--- src/rtl/kv_pkg.sv ---
// Shared opcode, op/error encodings and FSM states for the key/value frame assembler.
// KV_CHECKSUM_EN adds the trailing-checksum state.
package kv_pkg;

  localparam logic [7:0] OPC_CREATE = 8'h01;
  localparam logic [7:0] OPC_UPDATE = 8'h02;
  localparam logic [7:0] OPC_DELETE = 8'h03;

  localparam logic [1:0] OP_NONE   = 2'd0;
  localparam logic [1:0] OP_CREATE = 2'd1;
  localparam logic [1:0] OP_UPDATE = 2'd2;
  localparam logic [1:0] OP_DELETE = 2'd3;

  localparam logic [1:0] ERR_NONE       = 2'd0;
  localparam logic [1:0] ERR_BAD_OPCODE = 2'd1;
  localparam logic [1:0] ERR_TIMEOUT    = 2'd2;
  localparam logic [1:0] ERR_CHECKSUM   = 2'd3;

`ifdef KV_CHECKSUM_EN
  typedef enum logic [1:0] {ST_IDLE, ST_KEY, ST_VALUE, ST_CSUM} state_t;
`else
  typedef enum logic [1:0] {ST_IDLE, ST_KEY, ST_VALUE} state_t;
`endif

  // OP_NONE marks an opcode byte that does not start a frame.
  function automatic logic [1:0] decode_op(input logic [7:0] opc);
    case (opc)
      OPC_CREATE: return OP_CREATE;
      OPC_UPDATE: return OP_UPDATE;
      OPC_DELETE: return OP_DELETE;
      default:    return OP_NONE;
    endcase
  endfunction

endpackage

--- src/rtl/kv_timeout_ctr.sv ---
// Inter-byte idle counter: cleared on load/idle, held while frozen, flags when LIMIT is reached.
// LIMIT = 0 keeps the counter at zero and never expires.
module kv_timeout_ctr #(
  parameter int LIMIT = 1024
) (
  input  logic clk,
  input  logic rst_n,
  input  logic run,
  input  logic clear,
  input  logic freeze,
  output logic expired
);

  localparam int CW = $clog2(LIMIT + 2);
  localparam logic [CW-1:0] LIMIT_C = CW'(LIMIT);

  logic [CW-1:0] cnt_reg, cnt_next;

  assign expired = (LIMIT != 0) && (cnt_reg == LIMIT_C);

  always_comb begin
    cnt_next = cnt_reg;
    if (!run || clear) begin
      cnt_next = '0;
    end else if (!freeze && cnt_reg != LIMIT_C) begin
      cnt_next = cnt_reg + CW'(1);
    end
  end

  always_ff @(posedge clk or negedge rst_n) begin
    if (!rst_n) cnt_reg <= '0;
    else        cnt_reg <= cnt_next;
  end

endmodule

--- src/rtl/kv_frame_assembler.sv ---
// Assembles opcode/key/value frames from a byte stream into a single-entry valid/ready output.
// Define KV_CHECKSUM_EN to require a trailing XOR checksum byte on every frame.
module kv_frame_assembler
  import kv_pkg::*;
#(
  parameter int KEY_BYTES      = 4,
  parameter int VAL_BYTES      = 4,
  parameter int TIMEOUT_CYCLES = 1024,
  parameter int CNT_W          = 16
) (
  input  logic                   tick_in,
  input  logic                   rst_n,
  input  logic [7:0]             byte_in,
  input  logic                   byte_valid,
  output logic                   byte_ready,
  output logic                   out_valid,
  input  logic                   out_ready,
  output logic [1:0]             out_op,
  output logic [8*KEY_BYTES-1:0] out_key,
  output logic [8*VAL_BYTES-1:0] out_value,
  output logic                   err_pulse,
  output logic [1:0]             err_code,
  output logic [CNT_W-1:0]       frame_cnt
);

  localparam int KEY_W = 8 * KEY_BYTES;
  localparam int VAL_W = 8 * VAL_BYTES;
  localparam logic [3:0] KEY_LAST = 4'(KEY_BYTES - 1);
  localparam logic [3:0] VAL_LAST = 4'(VAL_BYTES - 1);

  state_t             state_reg, state_next;
  logic [3:0]         idx_reg, idx_next;
  logic [1:0]         op_reg, op_next;
  logic [KEY_W-1:0]   key_reg, key_next;
  logic [VAL_W-1:0]   val_reg, val_next;
  logic               out_valid_reg, out_valid_next;
  logic [1:0]         out_op_reg, out_op_next;
  logic [KEY_W-1:0]   out_key_reg, out_key_next;
  logic [VAL_W-1:0]   out_value_reg, out_value_next;
  logic               err_pulse_reg, err_pulse_next;
  logic [1:0]         err_code_reg, err_code_next;
  logic [CNT_W-1:0]   frame_cnt_reg, frame_cnt_next;
`ifdef KV_CHECKSUM_EN
  logic [7:0]         csum_reg, csum_next;
`endif

  logic             is_final, stall, accept, expired, deliver;
  logic [1:0]       dec_op;
  logic [KEY_W-1:0] key_shift;
  logic [VAL_W-1:0] val_shift;

  assign dec_op    = decode_op(byte_in);
  assign key_shift = KEY_W'({key_reg, byte_in});
  assign val_shift = VAL_W'({val_reg, byte_in});

`ifdef KV_CHECKSUM_EN
  assign is_final = (state_reg == ST_CSUM);
`else
  assign is_final = (state_reg == ST_KEY && idx_reg == KEY_LAST && op_reg == OP_DELETE) ||
                    (state_reg == ST_VALUE && idx_reg == VAL_LAST);
`endif

  // Hold the frame-completing byte back only while the output register cannot be freed.
  assign stall      = is_final && out_valid_reg && !out_ready;
  assign byte_ready = !stall && !expired;
  assign accept     = byte_valid && byte_ready;

  kv_timeout_ctr #(
    .LIMIT (TIMEOUT_CYCLES)
  ) u_timeout (
    .clk     (tick_in),
    .rst_n   (rst_n),
    .run     (state_reg != ST_IDLE),
    .clear   (accept),
    .freeze  (stall),
    .expired (expired)
  );

  always_comb begin
    state_next     = state_reg;
    idx_next       = idx_reg;
    op_next        = op_reg;
    key_next       = key_reg;
    val_next       = val_reg;
    out_valid_next = out_valid_reg;
    out_op_next    = out_op_reg;
    out_key_next   = out_key_reg;
    out_value_next = out_value_reg;
    err_pulse_next = 1'b0;
    err_code_next  = err_code_reg;
    frame_cnt_next = frame_cnt_reg;
    deliver        = 1'b0;
`ifdef KV_CHECKSUM_EN
    csum_next      = csum_reg;
`endif

    if (expired) begin
      state_next     = ST_IDLE;
      idx_next       = '0;
      err_pulse_next = 1'b1;
      err_code_next  = ERR_TIMEOUT;
    end else if (accept) begin
`ifdef KV_CHECKSUM_EN
      csum_next = csum_reg ^ byte_in;
`endif
      case (state_reg)
        ST_IDLE: begin
          op_next  = dec_op;
          idx_next = '0;
`ifdef KV_CHECKSUM_EN
          csum_next = byte_in;
`endif
          if (dec_op == OP_NONE) begin
            err_pulse_next = 1'b1;
            err_code_next  = ERR_BAD_OPCODE;
          end else begin
            state_next = ST_KEY;
          end
        end
        ST_KEY: begin
          key_next = key_shift;
          if (idx_reg == KEY_LAST) begin
            idx_next = '0;
            if (op_reg == OP_DELETE) begin
`ifdef KV_CHECKSUM_EN
              state_next = ST_CSUM;
`else
              state_next = ST_IDLE;
              deliver    = 1'b1;
`endif
            end else begin
              state_next = ST_VALUE;
            end
          end else begin
            idx_next = idx_reg + 4'd1;
          end
        end
        ST_VALUE: begin
          val_next = val_shift;
          if (idx_reg == VAL_LAST) begin
            idx_next = '0;
`ifdef KV_CHECKSUM_EN
            state_next = ST_CSUM;
`else
            state_next = ST_IDLE;
            deliver    = 1'b1;
`endif
          end else begin
            idx_next = idx_reg + 4'd1;
          end
        end
`ifdef KV_CHECKSUM_EN
        ST_CSUM: begin
          state_next = ST_IDLE;
          if (byte_in == csum_reg) begin
            deliver = 1'b1;
          end else begin
            err_pulse_next = 1'b1;
            err_code_next  = ERR_CHECKSUM;
          end
        end
`endif
        default: state_next = ST_IDLE;
      endcase
    end

    // key_next/val_next already include the byte accepted this cycle.
    if (deliver) begin
      out_valid_next = 1'b1;
      out_op_next    = op_reg;
      out_key_next   = key_next;
      out_value_next = (op_reg == OP_DELETE) ? '0 : val_next;
      frame_cnt_next = frame_cnt_reg + CNT_W'(1);
    end else if (out_valid_reg && out_ready) begin
      out_valid_next = 1'b0;
    end
  end

  always_ff @(posedge tick_in or negedge rst_n) begin
    if (!rst_n) begin
      state_reg     <= ST_IDLE;
      idx_reg       <= '0;
      op_reg        <= OP_NONE;
      key_reg       <= '0;
      val_reg       <= '0;
      out_valid_reg <= 1'b0;
      out_op_reg    <= OP_NONE;
      out_key_reg   <= '0;
      out_value_reg <= '0;
      err_pulse_reg <= 1'b0;
      err_code_reg  <= ERR_NONE;
      frame_cnt_reg <= '0;
`ifdef KV_CHECKSUM_EN
      csum_reg      <= '0;
`endif
    end else begin
      state_reg     <= state_next;
      idx_reg       <= idx_next;
      op_reg        <= op_next;
      key_reg       <= key_next;
      val_reg       <= val_next;
      out_valid_reg <= out_valid_next;
      out_op_reg    <= out_op_next;
      out_key_reg   <= out_key_next;
      out_value_reg <= out_value_next;
      err_pulse_reg <= err_pulse_next;
      err_code_reg  <= err_code_next;
      frame_cnt_reg <= frame_cnt_next;
`ifdef KV_CHECKSUM_EN
      csum_reg      <= csum_next;
`endif
    end
  end

  assign out_valid = out_valid_reg;
  assign out_op    = out_op_reg;
  assign out_key   = out_key_reg;
  assign out_value = out_value_reg;
  assign err_pulse = err_pulse_reg;
  assign err_code  = err_code_reg;
  assign frame_cnt = frame_cnt_reg;

endmodule

--- config.mk ---
export PLATFORM = sky130hd
export DESIGN_NAME = kv_frame_assembler
export DESIGN_NICKNAME = d
export VERILOG_FILES = /design/src/rtl/kv_pkg.sv /design/src/rtl/kv_timeout_ctr.sv /design/src/rtl/kv_frame_assembler.sv
export SDC_FILE = /design/constraint.sdc
export NUM_CORES = 1
export LEC_CHECK = 0
export ABC_AREA = 1
export CORE_MARGIN = 4
export CORE_UTILIZATION = 43
export DETAILED_ROUTE_END_ITERATION = 6
export GPL_TIMING_DRIVEN = 0
export PLACE_DENSITY = 0.71
export SLEW_MARGIN = 10
export SYNTH_ARGS = -nofsm -noshare
export SYNTH_HDL_FRONTEND = slang
export SYNTH_SLANG_ARGS = --single-unit
--- constraint.sdc ---
create_clock -name tick_in -period 3.7 [get_ports tick_in]
set_input_delay 0.925 -clock tick_in [delete_from_list [all_inputs] [get_ports tick_in]]
set_output_delay 0.925 -clock tick_in [all_outputs]
set_load 0.005 [all_outputs]
==> metrics.yaml, run 1 <==
final_layout:
  area_growth_pct: 23.8
  final_cell_count_no_fill: 1346
  n_antenna_cell: 0
  finalNetCount: 1123
  final_layout_size_suffix_gt1_share_pct: 5.91
  fin_area_sq_mm: 0.00984
cts:
  clockBufferDepth: 2
  htreeDepth: 4
  clk-insertion-delay-late_ps: 430
  hold_buffers: 0
  post_cts_buffers: 0
  root_buffer: "clkbuf_16"
  clk_pin_slew_ps: 70
  cts.sinks: 169
  cts-buffers-inserted: 17
  cts_tree: "built"
  cts_resized: 0
die:
  io_pins: 99
  start_util_pct: 44.0
  fp.dieW_um: 144
  dieArea_sq_mm: 0.0207
  die_y_um: 144
  core_area_sq_mm: 0.0181
  num_rows: 49
logic_synthesis:
  synth_cell_types: 28
  synthArstFlopShare_pct: 100
  synth_edf_count: 0
  synth_top_flop_cell: "dfrtp_1"
  ys_seq_area_share_pct: 53.2
  ys_warn_count: 0
  synthCells: 987
  synth.cell_area_sq_mm: 0.00795
  yosys.area.top_type: "dfrtp_1"
  synthesis.nets: 1006
  synth.top_cell.area_share_pct: 53.2
  synthTopCellsByCount: "412 x nand2_1, 169 x dfrtp_1, 98 x nor2_1"
  avgSynthCellArea_sq_um: 8.05
  synth_seq_cells: 169
  synthTopCellsByArea: "dfrtp_1 53%, nand2_1 19%, nor2_1 4.6%, mux2i_1 4.0%, nand4_1 2.8%"
  synth.most_common_cell: "nand2_1"
setup_path:
  critical_path_class: "input port to output port"
  endpoint_kind: "output port"
  path_max_fanout: 7
  crit_required_ps: 2770
  crit_path_start_kind: "input port"
  arrival_ps: 2530
grt:
  grt_pass1_wl_mm: 33.4
  grtUsageTotal_pct: 20.1
  antenna_found_initial: 1
  grt_max_degree: 98
  grt_overflow: 0
  grt_pass1_vias: 6565
sta:
  fmax_mhz: 289
  rsz0062_at_grt: "false"
  finalMaxSlewViolations: 0
  fin_crit_ps: 3460
  setup_viol: 0
  tightest_slew_ps: 757
  skew_ps: 7.40
  hold_viol: 0
  timing.slew.headroom_pct: 49.5
  period_share_pct: 93.4
detailed_routing:
  drtAntennaViolNets: 0
  avgRoutedWirePerCell_um: 14.7
  via_count: 6761
  dr.pass1.iters: 5
  drc: 0
  drt_wl_total_mm: 19.8
  vias_per_cell: 5.02
  dr.first_iter.drc_count: 610
placed_design:
  place_area_sq_mm: 0.00924
  portBuffers: 97
  place_hpwl_mm: 14.0
  routabilityCongestion: 0.861
  dpl.cell_count: 1314
pwr:
  p_leak_nw: 4.87
  power_density_mw_per_mm2: 626
  irDropWorstVdd_mv: 0.324
min_path:
  holdCritPathClass: "input port to asynchronous set/reset pin"
outcome:
  status: "complete, no violations"
job:
  maxCapViolCount: 0
==> through the flow <==
| step | setup WS, ps | setup TNS, ps | total power, mW | util, % | hold slack (ps) |
|---|---|---|---|---|---|
| final | 243 | 0 | 6.16 | 54.4 | 451 |
| after floorplan | 1360 | 0 | 3.71 | - | 462 |
| after detailed placement | 208 | 0 | 4.35 | 51.1 | 465 |
| after CTS | 208 | 0 | 6.20 | 54.4 | 469 |
| after global routing | 138 | 0 | 6.58 | 54.4 | 491 |
| after global placement | -5340 | -900460 | 4.30 | 50.9 | 462 |
==> cells by family (layout without fill, tap and decap cells) <==
| logic type | Yosys count | after routing | synth area share [%] |
|---|---|---|---|
| AND/OR/NAND/NOR | 587 | 587 | 29.8 |
| flip-flops | 169 | 169 | 53.2 |
| buffers and inverters | 100 | 230 | 5.30 |
| AO/OA/AOI/OAI | 76 | 76 | 4.80 |
| multiplexers | 32 | 32 | 4.03 |
| XOR/XNOR | 16 | 16 | 1.76 |
| adder cells (fa/ha/maj) | 7 | 7 | 1.10 |
==> final timing paths <==
| path | start | endpoint | slack [ps] | cells after the start |
|---|---|---|---|---|
| min in group tick_in | out_key[24] | out_key[24] | 480 | 2 |
| max in group asynchronous | rst_n | val_reg[20] | 2390 | 2 |
| min | rst_n | out_key[25] | 450 | 1 |
| min reg2reg | out_key[24] | out_key[24] | 480 | 2 |
| max reg2reg | state_reg[1] | frame_cnt[15] | 1130 | 13 |
| max | out_ready | byte_ready | 240 | 6 |
==> power by group <==
group | internal [mW] | leakage (nW) | switching, mW
sequential | 2.27 | 2.23 | 0.327
clock | 1.07 | 0.291 | 0.754
combinational | 0.763 | 2.34 | 0.975
==> critical path, stage by stage <==
cell             delay, ps
clkdlybuf4s50_1        400
nor2_1                 210
nand3_2                230
nand2_1                210
inv_1                   90
clkdlybuf4s50_1        450
==> final cells by class <==
type                            count  area, sq um
Tap cell                          229          287
Multi-Input combinational cell    718         3300
Inverter                           51          191
Sequential cell                   169         4230
Clock buffer                       18          429
Timing Repair Buffer               98         1000
Clock inverter                     14          173
Fill cell                        1688         8240
Buffer                             49          230
==> cells in the final DEF (no fill, tap or decap), types with 3 or more instances in the layout <==
| cell type | synthesis | layout |
|---|---|---|
| nor2_1 | 98 | 98 |
| mux2i_1 | 32 | 32 |
| clkbuf_16 | 0 | 17 |
| a21oi_1 | 12 | 12 |
| clkinv_2 | 0 | 3 |
| clkdlybuf4s50_1 | 0 | 96 |
| nand2_1 | 412 | 412 |
| nand3_1 | 22 | 22 |
| buf_2 | 16 | 16 |
| xor2_1 | 13 | 13 |
| o21ai_0 | 30 | 30 |
| bufinv_16 | 0 | 3 |
| inv_1 | 46 | 46 |
| xnor2_1 | 3 | 3 |
| nor3_1 | 10 | 10 |
| o21ai_1 | 33 | 33 |
| nand4_1 | 36 | 36 |
| clkinv_4 | 0 | 4 |
| inv_2 | 5 | 5 |
| clkbuf_1 | 23 | 24 |
| buf_1 | 5 | 5 |
| buf_4 | 3 | 3 |
| ha_1 | 7 | 7 |
| dfrtp_1 | 169 | 169 |
==> routing by layer <==
metal | routed length [um] | GRT usage (%)
met5 | 13 | 0
met4 | 276 | 5.35
met3 | 1070 | 4.76
met2 | 8750 | 29.5
met1 | 9660 | 30.0
(Power assumes the default switching activity.)
==> inputs of run 2 (changes only) <==
CORE_UTILIZATION = 60   (was 43)
PLACE_DENSITY = 0.92   (was 0.71)
==> metrics.yaml, run 2 (synthesized netlist as in run 1, its figures left out) <==
final_layout:
  final_layout_size_suffix_gt1_share_pct: 6.00  # was 5.91%
  fillers: 843  # was 1688
  final_common_cell: "nand2_1"  # unchanged
  n_antenna_cell: 0  # unchanged
  multi_input_area_sq_mm: 0.00330  # unchanged
  seq_area_sq_mm: 0.00423  # unchanged
  final_cell_mix: "412 x nand2_1, 169 x dfrtp_1, 98 x nor2_1"  # unchanged
  area_growth_pct: 23.0  # was 23.8%
  finalNetCount: 1123  # unchanged
  fin_util_pct: 76.6  # was 54.4%
pwr:
  comb_power_share_pct: 28.8  # was 28.2%
  cellInternalPower_mw: 4.12  # was 4.10 mW
  power_mw: 6.22  # was 6.16 mW
  switchingPower_mw: 2.10  # was 2.06 mW
  irDropWorstVdd_mv: 0.533  # was 0.324 mV
  power_density_mw_per_mm2: 636  # was 626 mW/mm^2
  p_leak_nw: 4.87  # about the same
  seqPwrFrac_pct: 42.1  # was 42.2%
  clkPwrFrac_pct: 29.1  # was 29.6%
  swShare_pct: 33.8  # was 33.4%
job:
  maxCapViolCount: 0  # unchanged
setup_path:
  endpoint_kind: "output port"  # unchanged
  critical_path_class: "input port to output port"  # unchanged
  cp_slowest_cell: "clkdlybuf4s50_1"  # unchanged
  crit_top_cell: "clkdlybuf4s50_1"  # unchanged
  cp.buffers_inverters: 3  # unchanged
  worstPathCellList: "clkdlybuf4s50_1 -> nor2_1 -> nand3_2 -> nand2_1 -> inv_1 -> clkdlybuf4s50_1"  # unchanged
  arrival_ps: 2500  # was 2530 ps
  cpPeakStageDelay_ps: 450  # about the same
  path_max_fanout: 7  # unchanged
  rrSetupSlack_ps: 1080  # was 1130 ps
  critPathTopFamily: "buffers and inverters"  # unchanged
  crit_required_ps: 2770  # about the same
  crit_path_start_kind: "input port"  # unchanged
cts:
  clk-insertion-delay-late_ps: 430  # about the same
  clk_pin_slew_ps: 60  # was 70 ps
  post_cts_buffers: 0  # unchanged
  cts.sinks: 169  # unchanged
  cts_resized: 0  # unchanged
  root_buffer: "clkbuf_16"  # unchanged
  clockBufferDepth: 2  # unchanged
  htreeDepth: 4  # unchanged
  cts-buffers-inserted: 17  # unchanged
  hold_buffers: 0  # unchanged
  cts_tree: "built"  # unchanged
detailed_routing:
  dr.first_iter.drc_count: 727  # was 610
  drt_wl_total_mm: 20.6  # was 19.8 mm
  avgRoutedWirePerCell_um: 16.0  # was 14.7 um
  via_count: 7135  # was 6761
  vias_per_cell: 5.54  # was 5.02
  dr.pass1.iters: 5  # unchanged
  drc: 0  # unchanged
  drtAntennaViolNets: 0  # unchanged
die:
  num_rows: 41  # was 49
  dieArea_sq_mm: 0.0152  # was 0.0207 sq mm
  io_pins: 99  # unchanged
  die_y_um: 123  # was 144 um
  core_area_sq_mm: 0.0128  # was 0.0181 sq mm
  start_util_pct: 62.2  # was 44.0%
  fp.dieW_um: 123  # was 144 um
grt:
  grt_overflow: 0  # unchanged
  grt_max_degree: 109  # was 98
  grtUsageTotal_pct: 28.7  # was 20.1%
  grt_pass1_wl_mm: 34.0  # was 33.4 mm
  antenna_found_initial: 0  # was 1
  grt_pass1_vias: 7042  # was 6565
sta:
  setup-tns-final_ps: 0  # unchanged
  period_share_pct: 92.5  # was 93.4%
  skew_ps: 5.82  # was 7.40 ps
  worst_slack_ps: 278  # was 243 ps
  fin_crit_ps: 3420  # was 3460 ps
  setup_viol: 0  # unchanged
  rsz0062_at_grt: "false"  # unchanged
  finalMaxSlewViolations: 0  # unchanged
  hold_viol: 0  # unchanged
  hold_ws_ps: 416  # was 451 ps
  fmax_mhz: 292  # was 289 MHz
  tightest_slew_ps: 784  # was 757 ps
  timing.slew.headroom_pct: 47.7  # was 49.5%
placed_design:
  routabilityCongestion: 0.908  # was 0.861
  post-place-ws_ps: 291  # was 208 ps
  place_hpwl_mm: 14.0  # about the same
  portBuffers: 97  # unchanged
outcome:
  status: "complete, no violations"  # unchanged
min_path:
  holdCritPathClass: "input port to asynchronous set/reset pin"  # unchanged
[run 2: cell types whose count changed in the layout (fill, tap and decap cells not counted)]
cell       delta
clkbuf_8      +5
inv_6         -2
bufinv_16     -1
clkbuf_1      -1
clkinv_4      -1
[run 2: layer usage]
metal / vias to the layer above / routed length [um] / share of wire (%) / track usage [%]
met2: 329 / 9860 / 48 / 46.4
met1: 3384 / 8690 / 42 / 39.0
met3: 51 / 1410 / 6.8 / 5.17
met4: 0 / 607 / 3.0 / 10.8
met5: - / 0 / 0 / 0
li1: 3371 / - / - / -
[run 2: cell type report]
class	count	share of cell area, %
well taps	172	2.20
multi-input cells	718	33.7
clock buffers	22	5.05
repair buffers	98	10.3
flip-flops and latches	169	43.2
plain buffers	49	2.35
clock inverters	10	1.19
inverters	51	1.96
[run 2: path summary, 6_finish.rpt]
kind	cells after the start	endpoint	start
worst max register to register	13	out_key[10]	state_reg[1]
worst min register to register	2	out_value[20]	out_value[20]
max in group asynchronous	2	out_value[9]	rst_n
worst max-delay path	6	byte_ready	out_ready
min in group tick_in	2	out_value[20]	out_value[20]
worst min-delay path	1	out_key[30]	rst_n
[run 2: power by group through the flow]
stage                     logic, mW  registers [mW]  clock network (mW)
after CTS                      1.78            2.60                1.82
after global routing           1.99            2.66                1.91
after floorplan                1.17            2.54                   0
after detailed placement       1.74            2.62                   0
final                          1.79            2.62                1.81
after global placement         1.67            2.60                   0
[run 2: metrics by stage]
stage / std cells / cell area [sq um]
finish: 1289 / 9780
global route: 1289 / 9780
CTS: 1289 / 9780
detailed placement: 1257 / 9170
global placement: 1256 / 9140
floorplan: 987 / 7950
==> inputs of run 3 (changes only) <==
SLEW_MARGIN = not set   (was 10)
==> results of run 3 <==
Final layout, timing and power as in run 2 (identical DEF).
